===== src/rtl/mem_arbiter.sv =====
// Shares one memory port between instruction fetch and data access.
// Ports: clk_i/rst_i; if_* fetch side; dm_* data side; mem_* memory; stall_o.
module mem_arbiter #(
  parameter int ADDR_W     = 32,
  parameter int DATA_W     = 32,
  parameter int MAX_STREAK = 4
) (
  input  logic              clk_i,
  input  logic              rst_i,
  input  logic              if_req_i,
  input  logic [ADDR_W-1:0] if_addr_i,
  output logic              if_ready_o,
  output logic [DATA_W-1:0] if_data_o,
  input  logic              dm_req_i,
  input  logic              dm_we_i,
  input  logic [ADDR_W-1:0] dm_addr_i,
  input  logic [DATA_W-1:0] dm_wdata_i,
  output logic              dm_ready_o,
  output logic [DATA_W-1:0] dm_rdata_o,
  output logic              mem_req_o,
  output logic              mem_we_o,
  output logic [ADDR_W-1:0] mem_addr_o,
  output logic [DATA_W-1:0] mem_wdata_o,
  input  logic              mem_ack_i,
  input  logic [DATA_W-1:0] mem_rdata_i,
  output logic              stall_o
);

  typedef enum logic [1:0] {
    IDLE,
    IF_BUSY,
    DM_BUSY,
    RESP
  } state_t;

  localparam logic [2:0] STREAK_MAX = 3'(MAX_STREAK);

  state_t     state;
  logic [2:0] streak;
  logic       dm_win;

  // Data wins unless it has already starved a waiting fetch long enough.
  assign dm_win = dm_req_i && !(if_req_i && streak == STREAK_MAX);

  assign stall_o = (if_req_i & ~if_ready_o) | (dm_req_i & ~dm_ready_o);

  always_ff @(posedge clk_i) begin
    if (rst_i) begin
      state       <= IDLE;
      streak      <= '0;
      mem_req_o   <= 1'b0;
      mem_we_o    <= 1'b0;
      mem_addr_o  <= '0;
      mem_wdata_o <= '0;
      if_ready_o  <= 1'b0;
      dm_ready_o  <= 1'b0;
      if_data_o   <= '0;
      dm_rdata_o  <= '0;
    end else begin
      unique case (state)
        IDLE: begin
          if (dm_win) begin
            state       <= DM_BUSY;
            mem_req_o   <= 1'b1;
            mem_we_o    <= dm_we_i;
            mem_addr_o  <= dm_addr_i;
            mem_wdata_o <= dm_wdata_i;
            if (!if_req_i)
              streak <= '0;
            else if (streak != STREAK_MAX)
              streak <= streak + 3'd1;
          end else if (if_req_i) begin
            state       <= IF_BUSY;
            mem_req_o   <= 1'b1;
            mem_we_o    <= 1'b0;
            mem_addr_o  <= if_addr_i;
            mem_wdata_o <= '0;
            streak      <= '0;
          end
        end
        IF_BUSY: begin
          if (mem_ack_i) begin
            state      <= RESP;
            mem_req_o  <= 1'b0;
            if_data_o  <= mem_rdata_i;
            if_ready_o <= 1'b1;
          end
        end
        DM_BUSY: begin
          if (mem_ack_i) begin
            state      <= RESP;
            mem_req_o  <= 1'b0;
            dm_ready_o <= 1'b1;
            // A write returns nothing; keep the last read value.
            if (!mem_we_o)
              dm_rdata_o <= mem_rdata_i;
          end
        end
        RESP: begin
          state      <= IDLE;
          if_ready_o <= 1'b0;
          dm_ready_o <= 1'b0;
        end
        default: state <= IDLE;
      endcase
    end
  end

endmodule


===== config.mk =====
export PLATFORM = sky130hd
export DESIGN_NAME = mem_arbiter
export DESIGN_NICKNAME = d
export VERILOG_FILES = /design/src/rtl/mem_arbiter.sv
export SDC_FILE = /design/constraint.sdc
export NUM_CORES = 1
export LEC_CHECK = 0
export BUFFER_PORTS_ARGS = -buffer_cell sky130_fd_sc_hd__buf_4
export CORE_ASPECT_RATIO = 1.5
export CORE_MARGIN = 2
export CORE_UTILIZATION = 35
export CTS_BUF_LIST = sky130_fd_sc_hd__clkbuf_8
export CTS_CLUSTER_SIZE = 10
export DETAILED_ROUTE_END_ITERATION = 8
export GPL_TIMING_DRIVEN = 0
export RECOVER_POWER = 100
export SYNTH_ARGS = -nofsm -noshare
export SYNTH_HDL_FRONTEND = slang
export SYNTH_SLANG_ARGS = --single-unit

===== constraint.sdc =====
create_clock -name clk_i -period 2 [get_ports clk_i]
set_input_delay 0.1 -clock clk_i [delete_from_list [all_inputs] [get_ports clk_i]]
set_output_delay 0.1 -clock clk_i [all_outputs]
set_load 0.02 [all_outputs]

# ---- Yosys cells after proc, flatten, opt, wreduce, memory -nomap -nowiden
# Cells that the tools add are included.
# Widths: inputs -> output; s select.
dict set report totals {
  regBits 137
  in_bits 134
  out_inout_bits 133
  word_cells 65
}
dict set report classes {
  n_addsub 1
  n_eq_ne 10
  muxes 21
  n_bitwise 6
  n_reduce_logical 17
}
# op count
set op_table {}
lappend op_table {{$mux 32} 4}
lappend op_table {{$mux 3} 4}
lappend op_table {{$reduce_and 2->1} 5}
lappend op_table {{$reduce_and 3->1} 3}
lappend op_table {{$reduce_bool 2->1} 4}
lappend op_table {{$mux 1} 6}
lappend op_table {{$mux 2} 3}
lappend op_table {{$ne 3x3->1 const B} 2}
lappend op_table {{$pmux 1 s2} 3}
lappend op_table {{$pmux 2 s3} 1}
lappend op_table {{$eq 2x2->1 const B} 2}
lappend op_table {{$ne 2x2->1 const B} 2}
lappend op_table {{$add 3x1->3 const B} 1}
lappend op_table {{$eq 3x3->1 const B} 1}
lappend op_table {{$ne 3x2->1 const B} 1}
lappend op_table {{$not 1->1} 3}
lappend op_table {{$and 1x1->1} 2}
lappend op_table {{$eq 2x1->1 const B} 1}
lappend op_table {{$logic_and 1x1->1} 2}
lappend op_table {{$logic_not 2->1} 1}
lappend op_table {{$ne 2x1->1 const B} 1}
lappend op_table {{$reduce_or 2->1} 1}
lappend op_table {{$logic_not 1->1} 1}
lappend op_table {{$or 1x1->1} 1}

# ---- Longest topological paths before layout
dict set report depth {
  word_depth 6
  ltp_mapped 8
  depth_no_buf 6
}

# ---- Least setup slack after synthesis
# OpenSTA, ideal clock, no wires.
dict set report synth_timing {
  path_type {flip-flop to flip-flop}
  from {reg streak[0]}
  to {reg mem_addr_o[14]}
  setup_time_ns 0.086
  arrival_ns 1.357
  required_ns 1.914
  slack_ns 0.557
  stages_incl_launch_ff 9
  n_path_buf 2
  synth_period_minus_slack_ns 1.443
  cell_sequence {dfxtp_1 > inv_1 > ha_1 > nand3_1 > and2_1 > buf_6 > buf_6 > a21oi_1 > a211oi_1}
}
dict set report synth_via {
  elab_chain_len 6
  elab_cells_between_ends 7
  cone_classes {1 x eq/ne; 1 x mux; 5 x reduce/logical}
}
# item line
set synth_rtl {}
lappend synth_rtl {{start: declaration} 39} ;# logic [2:0] streak;
lappend synth_rtl {{start signal: assignment} 71} ;# streak <= streak + 3'd1;
lappend synth_rtl {{$eq 3x3->1 *} 43} ;# assign dm_win = dm_req_i && !(if_req_i && streak == STREAK_MAX);
lappend synth_rtl {{$logic_and 1x1->1 *} 43}
lappend synth_rtl {{$logic_not 1->1 *} 43}
lappend synth_rtl {{$logic_and 1x1->1 *} 43}
lappend synth_rtl {{$reduce_bool 2->1 (no line)} n/a}
lappend synth_rtl {{$reduce_and 2->1 (no line)} n/a}
lappend synth_rtl {{end signal: assignment} 66} ;# mem_addr_o <= dm_addr_i;
lappend synth_rtl {{end signal: assignment} 76} ;# mem_addr_o <= if_addr_i;
lappend synth_rtl {{end: declaration} 22} ;# output logic [ADDR_W-1:0] mem_addr_o,
# Every way passes the cells marked *; elsewhere a longest branch is shown, timed or not.
# A chain may end at the register's enable or synchronous reset.

# ---- Worst setup path in the final report
dict set report layout_timing {
  from {reg streak[0]}
  to {reg mem_wdata_o[10]}
}
dict set report layout_via {
  elab_chain_len 6
  elab_cells_between_ends 7
  cone_classes {1 x eq/ne; 1 x mux; 5 x reduce/logical}
}
# item line
set layout_rtl {}
lappend layout_rtl {{$eq 3x3->1 *} 43}
lappend layout_rtl {{$logic_and 1x1->1 *} 43}
lappend layout_rtl {{$logic_not 1->1 *} 43}
lappend layout_rtl {{$logic_and 1x1->1 *} 43}
lappend layout_rtl {{$reduce_bool 2->1 (no line)} n/a}
lappend layout_rtl {{$reduce_and 2->1 (no line)} n/a}
lappend layout_rtl {{end signal: assignment} 67} ;# mem_wdata_o <= dm_wdata_i;
lappend layout_rtl {{end: declaration} 23} ;# output logic [DATA_W-1:0] mem_wdata_o,
# Marked as above.

==> metrics.csv <==
stage;metric;value;unit
setup_path;peak per-stage delay on the critical path;340;ps
sta;fin. max-slew vios;0;
finish;multi-input logic area;2220;sq um
cts;clk_lat worst skew;440;ps
power_and_ir_drop;static leakage;3.45;nW
yosys;top cell type by total area after synthesis;dfxtp_1;
global_routing;total grt overflow;0;
outcome;status;finished, final reports clean;
place;RD Place Congestion;0.815;
finish;Final nets;1223;
power_and_ir_drop;Gate power share;38.3;%
power_and_ir_drop;Sequential Power Share;36.6;%
sta;Max Freq;556;MHz
global_routing;initial antenna violation count;0;
job;Max Cap Violations;0;
yosys;Post-Syn Area per Cell;7.82;sq um
die;Die X;104;um
global_routing;first-pass GRT wire length;30800;um
cts;CTS root buffer;clkbuf_8;
sta;setup TNS;0;ps
drt;DR WL/cell;15.1;um
die;die area;16000;sq um
finish;commonest non-fill, non-tap cell in the layout;nand2_1;
yosys;Synth top area share;52.3;%
die;row count;54;
power_and_ir_drop;Overall Power;0.00966;W
drt;Vias;6124;
die;IO Pins;267;
sta;fin crit share;89.9;%
global_routing;Total GRT Usage;23.8;%
power_and_ir_drop;P per Cell Area;1110;nW/um^2
sta;Slew headroom;62.0;%
die;initial core utilization;36.0;%
setup_path;R2R setup slack;200;ps
drt;Initial DRT Pass Iterations;7;
yosys;Distinct cells, synth;27;
setup_path;CP Class;register to register;
cts;# clock sinks;137;
cts;Max Root-Sink Buffers;2;
drt;vias per cell;4.74;
drt;DRC violations left;0;
setup_path;CP Data Arrival Time;2150;ps
power_and_ir_drop;maximum vdd drop;557;uV
setup_path;Startpoint Class;register;
finish;synthesis-to-layout area growth;65.3;%
min_path;Hold Crit Class;input port to register;
power_and_ir_drop;Internal;0.00580;W
finish;commonest non-fill, non-tap cells in the layout;nand2_1, clkbuf_1, dfxtp_1, a21oi_1, buf_4;
yosys;sequential area share after synthesis;52.3;%
finish;fill cell count;1463;
setup_path;crit path max-delay cell type;dfxtp_1;
cts;# resized after CTS;0;
finish;share of cells above drive strength 1;17.5;%
cts;CTS tree;done;
cts;TritonCTS buffer count;17;
sta;minimum clock period after layout;1800;ps
yosys;Mapped Nets;812;
yosys;Syn Std Cell Area;5250;sq um
power_and_ir_drop;Sw Pwr;0.00386;W
sta;slew at the pin with the worst max-slew slack;570;ps
setup_path;crit end category;register;
power_and_ir_drop;Sw Share;40.0;%
sta;Setup violations, final;0;
sta;skew final;15.7;ps
sta;RSZ-0062 raised after global routing;no;
drt;Routed Antenna Nets;0;
yosys;Mapped Cells;671;
die;core area;14600;sq um
die;die height;154;um
yosys;number of synthesis warnings;0;
setup_path;CP max FO;10;
setup_path;Critical Path RT;2350;ps
cts;Reg clk slew, reported paths;80;ps
global_routing;largest net degree at the start of global routing;17;
drt;drt first-iter violations;252;
setup_path;crit-path cells;inv_1 > ha_1 > nand3_1 > and2_0 > buf_6 > clkbuf_2 > nand3_1 > a21oi_1;
power_and_ir_drop;clock network fraction of total power;25.1;%
finish;Sequential cell area;2740;sq um
cts;H-tree Lvls;4;
sta;final hold violation count;0;
yosys;FF+latch count, synth;137;
finish;antenna cells;0;
place;Port Buffer Count;264;
place;Final HPWL DP;13500;um
yosys;Synth area leaders;dfxtp_1, nand2_1, a21oi_1;
setup_path;cell mode on critical path;nand3_1;
global_routing;vias in the first global route;6044;
drt;Post-Route WL;19600;um
## critical path: cells and delay by family, from the launching register on
| family | cells | cell delay, ps |
|---|---|---|
| compound gates | 1 | 180 |
| buf+inv | 3 | 500 |
| simple gates | 3 | 470 |
| flops | 1 | 340 |
| fa+ha+maj | 1 | 220 |
## what timing repair did
item | CTS | global route
endpoints found under the hold margin | 130 | 0
hold buffers | 128 | 0
buffers inserted | 0 | 0
## cell type report
type,instances,area share (%)
inverters,8,0.346
clock inverters,14,1.98
repair buffers,392,31.9
plain buffers,54,2.93
clock buffers,18,2.86
flip-flops and latches,137,31.6
multi-input cells,472,25.6
well taps,196,2.83
## routing by layer
metal / up-vias / GRT usage [%] / wire length (um)
met5: - / 0 / 0
met4: 0 / 10.0 / 624
met3: 45 / 6.02 / 1150
met2: 235 / 43.7 / 9930
met1: 2785 / 25.8 / 7850
li1: 3059 / - / -
## flip-flops by register name, summed over array words and instances (netlist names)
register / count
state: 2
mem_req_o: 1
dm_rdata_o: 32
if_ready_o: 1
mem_we_o: 1
dm_ready_o: 1
mem_addr_o: 32
if_data_o: 32
streak: 3
mem_wdata_o: 32
## power by group through the flow
stage	registers [W]	clock network (W)	logic, W
6_report	0.00354	0.00242	0.00370
5_1_grt	0.00360	0.00260	0.00410
4_1_cts	0.00355	0.00249	0.00411
3_5_place_dp	0.00361	0	0.00389
3_3_place_gp	0.00359	0	0.00389
2_1_floorplan	0.00418	0	0.00171
## kinds of logic (layout without fill, tap and decap cells)
| group | count (synthesis) | after routing | share of synthesized area (%) |
|---|---|---|---|
| buffers and inverters | 62 | 486 | 5.41 |
| AND/OR/NAND/NOR | 287 | 287 | 21.7 |
| AO/OA/AOI/OAI | 178 | 178 | 18.9 |
| flip-flops | 137 | 137 | 52.3 |
| adder cells (fa/ha/maj) | 7 | 7 | 1.67 |
## per-stage QoR
| step | hold slack [ps] | cell area, sq um | util (%) | worst slack [ps] | instances |
|---|---|---|---|---|---|
| 4_1_cts | 17.7 | 9180 | 62.9 | 195 | 1291 |
| 2_1_floorplan | 236 | 5250 | - | 557 | 671 |
| 5_1_grt | 31.1 | 8680 | 59.4 | 6.24 | 1291 |
| 3_3_place_gp | 359 | 7470 | 51.2 | 214 | 1131 |
| 3_5_place_dp | 364 | 7470 | 51.2 | 208 | 1131 |
| 6_report | 40.4 | 8680 | 59.4 | 203 | 1291 |
## cell usage after synthesis
library cell / instances
nor2_1: 45
a21oi_1: 134
clkbuf_1: 23
ha_1: 7
nand2b_1: 1
and2_1: 2
o21a_1: 1
buf_1: 2
a221oi_1: 1
o21ai_0: 3
nor3_1: 2
a32oi_1: 1
o21ai_2: 1
dfxtp_1: 137
nand2_1: 199
or2_2: 1
buf_6: 2
a31oi_1: 1
nand3_1: 35
a22oi_1: 1
nor3b_1: 1
buf_4: 1
nor2b_1: 1
buf_2: 26
inv_1: 8
o22ai_1: 2
a211oi_1: 33
## path summary, 6_finish.rpt
check	from	end	cells after the start
hold / removal	dm_addr_i[0]	mem_addr_o[0]	3
hold reg to reg	dm_rdata_o[13]	dm_rdata_o[13]	2
setup / recovery	streak[0]	mem_wdata_o[10]	8
setup reg to reg	streak[0]	mem_wdata_o[10]	8
Power figures use the tool's default switching activity.
